File: src/rtl/nn_pkg.sv
// nn_pkg: shared state encoding, default widths and accumulator sizing helper
package nn_pkg;
  typedef enum logic [2:0] {IDLE, RUN, DRAIN, FINISH, OUT} state_t;
  localparam int DATA_WIDTH_DEF = 16;
  localparam int ADDR_WIDTH_DEF = 10;
  localparam int FRAC_BITS_DEF  = 8;
  function automatic int min_acc_width(input int data_width, input int n_inputs);
    return 2 * data_width + $clog2(n_inputs);
  endfunction
endpackage

File: src/rtl/fx_relu_sat.sv
// fx_relu_sat: bias add, fixed-point rescale, ReLU and saturation to DATA_WIDTH
module fx_relu_sat
  import nn_pkg::*;
#(
  parameter int ACC_WIDTH  = 42,
  parameter int DATA_WIDTH = DATA_WIDTH_DEF,
  parameter int FRAC_BITS  = FRAC_BITS_DEF
) (
  input  logic signed [ACC_WIDTH-1:0]  acc,
  input  logic signed [DATA_WIDTH-1:0] bias,
  output logic        [DATA_WIDTH-1:0] y
);
  localparam logic signed [ACC_WIDTH-1:0] MAX = {{(ACC_WIDTH-DATA_WIDTH+1){1'b0}}, {(DATA_WIDTH-1){1'b1}}};
  logic signed [ACC_WIDTH-1:0] r;
  // bias is Q(FRAC_BITS) while acc is Q(2*FRAC_BITS); align before summing
  assign r = (acc + (ACC_WIDTH'(bias) <<< FRAC_BITS)) >>> FRAC_BITS;
  assign y = r < 0 ? '0 : r > MAX ? MAX[DATA_WIDTH-1:0] : r[DATA_WIDTH-1:0];
endmodule

File: src/rtl/neuron_mac_seq.sv
// neuron_mac_seq: sequential weight x activation dot product over two
// 1-cycle-latency RAMs, followed by bias, ReLU and saturation
module neuron_mac_seq
  import nn_pkg::*;
#(
  parameter int DATA_WIDTH = DATA_WIDTH_DEF,
  parameter int ADDR_WIDTH = ADDR_WIDTH_DEF,
  parameter int N_INPUTS   = 784,
  parameter int FRAC_BITS  = FRAC_BITS_DEF,
  parameter int ACC_WIDTH  = 42
) (
  input  logic                         clk,
  input  logic                         reset,
  input  logic                         start,
  input  logic        [ADDR_WIDTH-1:0] w_base,
  input  logic signed [DATA_WIDTH-1:0] bias,
  output logic        [ADDR_WIDTH-1:0] w_addr,
  output logic        [ADDR_WIDTH-1:0] x_addr,
  input  logic signed [DATA_WIDTH-1:0] w_q,
  input  logic signed [DATA_WIDTH-1:0] x_q,
  output logic                         busy,
  output logic        [DATA_WIDTH-1:0] out_data,
  output logic                         out_valid,
  input  logic                         out_ready
);
  state_t state, state_nx;
  logic        [ADDR_WIDTH-1:0]   cnt, base_q;
  logic signed [DATA_WIDTH-1:0]   bias_q;
  logic signed [ACC_WIDTH-1:0]    acc;
  logic signed [2*DATA_WIDTH-1:0] prod;
  logic        [DATA_WIDTH-1:0]   res;
  logic                           pipe, last;
  assign prod = w_q * x_q;
  assign last = cnt == ADDR_WIDTH'(N_INPUTS - 1);
  assign busy = state != IDLE;
  fx_relu_sat #(.ACC_WIDTH(ACC_WIDTH), .DATA_WIDTH(DATA_WIDTH), .FRAC_BITS(FRAC_BITS)) u_act (
    .acc(acc), .bias(bias_q), .y(res)
  );
  always_ff @(posedge clk or posedge reset)
    if (reset) state <= IDLE;
    else state <= state_nx;
  always_comb begin
    state_nx = state;
    case (state)
      IDLE:    state_nx = start ? RUN : IDLE;
      RUN:     state_nx = last ? DRAIN : RUN;
      DRAIN:   state_nx = FINISH;
      FINISH:  state_nx = OUT;
      OUT:     state_nx = out_valid && out_ready ? IDLE : OUT;
      default: state_nx = IDLE;
    endcase
  end
  // pipe marks that RAM q carries a product issued one cycle earlier
  always_ff @(posedge clk or posedge reset)
    if (reset) begin
      cnt       <= '0;
      base_q    <= '0;
      bias_q    <= '0;
      acc       <= '0;
      pipe      <= 1'b0;
      w_addr    <= '0;
      x_addr    <= '0;
      out_data  <= '0;
      out_valid <= 1'b0;
    end else begin
      if (pipe) acc <= acc + ACC_WIDTH'(prod);
      case (state)
        IDLE: if (start) begin
          base_q <= w_base;
          bias_q <= bias;
          acc    <= '0;
          cnt    <= '0;
          w_addr <= w_base;
          x_addr <= '0;
        end
        RUN: begin
          pipe <= 1'b1;
          if (!last) begin
            cnt    <= cnt + 1'b1;
            w_addr <= base_q + cnt + 1'b1;
            x_addr <= cnt + 1'b1;
          end
        end
        DRAIN:  pipe <= 1'b0;
        FINISH: out_data <= res;
        OUT:    out_valid <= !out_valid || !out_ready;
        default: ;
      endcase
    end
endmodule

File: config.mk
export PLATFORM = sky130hd
export DESIGN_NAME = neuron_mac_seq
export DESIGN_NICKNAME = d
export VERILOG_FILES = /design/src/rtl/nn_pkg.sv /design/src/rtl/fx_relu_sat.sv /design/src/rtl/neuron_mac_seq.sv
export SDC_FILE = /design/constraint.sdc
export NUM_CORES = 1
export LEC_CHECK = 0
export ABC_CLOCK_PERIOD_IN_PS = 6140
export BUFFER_PORTS_ARGS = -buffer_cell sky130_fd_sc_hd__buf_2
export CAP_MARGIN = 15
export CORE_ASPECT_RATIO = 1.4
export CORE_MARGIN = 2
export CORE_UTILIZATION = 55
export DETAILED_ROUTE_END_ITERATION = 8
export GPL_ROUTABILITY_DRIVEN = 0
export PLACE_DENSITY = 0.73
export SETUP_SLACK_MARGIN = 0.2
export SYNTH_ARGS = -nofsm -noshare
export SYNTH_HDL_FRONTEND = slang
export SYNTH_SLANG_ARGS = --single-unit
export TNS_END_PERCENT = 20
File: constraint.sdc
create_clock -name clk -period 6.14 [get_ports clk]
set_clock_uncertainty 0.05 [all_clocks]
set_input_delay 1.842 -clock clk [delete_from_list [all_inputs] [get_ports clk]]
set_output_delay 1.842 -clock clk [all_outputs]
set_load 0.02 [all_outputs]
==> run summary <==
worst-path fanout max: 10
Data arrival, critical path: 7.56 ns
drt drc: 0
Synth Net Count: 2804
I/O Pins: 100
Core Rows: 82
remaining antenna violation count after routing: 0
hold path endpoint: out_data[15]
clock buffer depth: 2
cells after synthesis: 2240
xor and xnor area share after synthesis: 0.0268
sequential-to-total area share from yosys stat: 0.137
drt total wl: 49900 um
DP Wirelength: 41700 um
CTS Hold Bufs: 0
fin nets: 3044
clock sink count: 109
crit path from: x_q[3]
Overall Global Routing Usage: 0.278
vias in the first global route: 17.9k
Initial Util: 0.557
global-route wire length before repair: 85200 um
final period utilization: 1.19
Cell variety after synth: 76
Root Driver: clkbuf_16
Worst EP required: 6.37 ns
post-synthesis compound-gate area fraction: 0.115
Avg Vias per Cell: 5.55
MaxCap Viol Count: 0
Post-synth EDFFs: 0
final setup fails: 32
Hold Path Class: flip-flop to flip-flop
n_diodes: 0
max frequency: 136 MHz
initial antenna violation count: 0
final hold violations: 0
top post-synthesis cells by count: inv_1, fa_1, nand2_1
wire per inst: 16.9 um
placed cells: 2907
Non-Filler Instances: 2947
final setup margin: -1.19 ns
Worst path max stage delay: 0.52 ns
Slew @ Worst Pin: 1.09 ns
slowest CP cell: fa_2
largest area contributor in the netlist: fa_1
GR Util met1: 0.327
area share of the largest cell type after synthesis: 0.341
layout cell share with drive strength beyond 1: 0.197
Layout fillers: 2835
CTS tree: yes
worst r2r path cells: 20
grt met3 use: 0.0243
largest net degree at the start of global routing: 84
detailed router's first-iteration violation count: 975
Die H: 229 um
Max Transition Viols Final: 0
post-layout util: 0.659
FFs w/ async S/R, synth: 1.00
Most Crowded Layer GR: met2
Crit Path Class: primary input to flip-flop
Critical Path Source Type: primary input
port bufs: 99
drt pass-1 iters: 5
Layout Area Growth over Synthesis: 18.2%
R2R Setup Slk: 0.68 ns
GRT overflow: 0
min-delay src: out_data[15]
final setup TNS: -26.97 ns
mean post-synth cell area: 8.91 um^2
crit path time final: 7.33 ns
top_reg_cell synth: dfrtp_1
RSZ-0062 raised after global routing: yes
outcome: finished, violations left
post-synthesis mux area share: 0.0172
failing checks: setup timing
post-synthesis adder-cell area fraction: 0.443
Die X: 165 um
Reg clk slew, reported paths: 0.07 ns
CTS Buf Count: 9
Sequential Area: 2730 um^2
Die ar.: 37800 um^2
hold path depth: 1
flops & latches, synth: 109
Cell Area, Synth: 20000 um^2
Worst-Skew Late Latency: 0.36 ns
relative slew slack: 0.271
Critical Path Sink Type: flip-flop
GR Layer Usage met2: 0.513
Yosys Warn Count: 0
top-count cell post-synth: inv_1
Synth Area in Simple Gates: 0.164
Reg2Reg Capture Point: acc[24]
Vias: 16.4k
CTS HTree Levels: 3
largest family of logic cells by synthesized area: adder cells
core area: 35800 um^2
top cells by area, synth: fa_1, dfrtp_1, ha_1, inv_1, nand2_1
Reg2Reg Launch Point: acc[9]
Multi-input gate area: 16000 um^2
[what timing repair did]
| action | 4_1_cts | 5_1_grt |
|---|---|---|
| endpoints found under the setup margin | 34 | 34 |
| pin swaps | 70 | 62 |
| setup buffers | 19 | 4 |
| gates resized for setup | 129 | 63 |
| endpoints found under the hold margin | 0 | 0 |
[worst max path at each step]
stage                     cells past startpoint       to
after CTS                                    22  acc[41]
after detailed placement                     22  acc[41]
final                                        26  acc[24]
after global placement                       22  acc[41]
after global routing                         25  acc[24]
after floorplan                              20  acc[41]
[worst max-delay path, delay by kind of cell]
kind,cells,cell delay (ns)
adders and majority gates,7,3.21
and+or+nand+nor,6,1.00
buffers and inverters,9,0.83
AOI/OAI and AO/OA,4,0.65
[routing by layer]
metal	vias up	wire (um)
li1	7598	-
met1	8180	18900
met2	442	27100
met3	145	1690
met4	0	2250
met5	-	0
[flip-flops by register name, indices dropped and copies added (netlist names)]
signal / count
acc: 42
base_q: 10
bias_q: 16
cnt: 10
out_data: 16
out_valid: 1
pipe: 1
state: 3
w_addr: 10
[cells by family after synthesis]
logic type	count (synthesis)
AOI/OAI and AO/OA	331
xor gates and xnor gates	61
adders and majority gates	502
buffers and inverters	517
DFF	109
muxes	34
and+or+nand+nor	686
[cell type report]
class                      count  area share
multi-input combinational   1614       0.677
sequential                   109       0.116
timing repair buffer         307       0.101
inverter                     439      0.0702
tap                          462      0.0245
clock buffer                  10     0.00971
clock inverter                 6     0.00233
[cells in the final DEF (no fill, tap or decap), types with 7 or more instances in the layout]
cell         n
nor2b_1      9
ha_1       139
inv_1      416
nand2_2      7
fa_2        16
buf_2       73
and2_1     116
xor2_1      20
inv_2       20
o211ai_1    11
a211oi_1    22
a31oi_1     11
ha_4        20
nor2_1      98
buf_4      192
fa_1       324
dfrtp_1    108
clkbuf_16    9
nor2_2       8
a22oi_1      7
mux2i_1     32
o21ai_1     13
buf_6       26
nand2b_1     9
a21oi_1     68
xnor2_1     39
nand2_1    284
a21o_1      31
nand3_1     37
and3_1      14
o21ai_0     46
or3_1       12
buf_12       8
nand4_1     15
o21a_1      10
a21oi_2      9
nor3_1      23
o21bai_1     9
and2_4      12
[stage by stage]
stage / setup slack [ns] / instance area [um^2] / hold slack (ns)
after floorplan: -1.32 / 20300 / 0.400
after global placement: -1.66 / 22400 / 0.412
after detailed placement: -1.80 / 22400 / 0.419
after CTS: -1.17 / 23300 / 0.440
after global routing: -1.37 / 23600 / 0.451
final: -1.19 / 23600 / 0.437
Power is not shown: default switching activity piles up to over one toggle a cycle in this logic, so the estimate is an artifact.
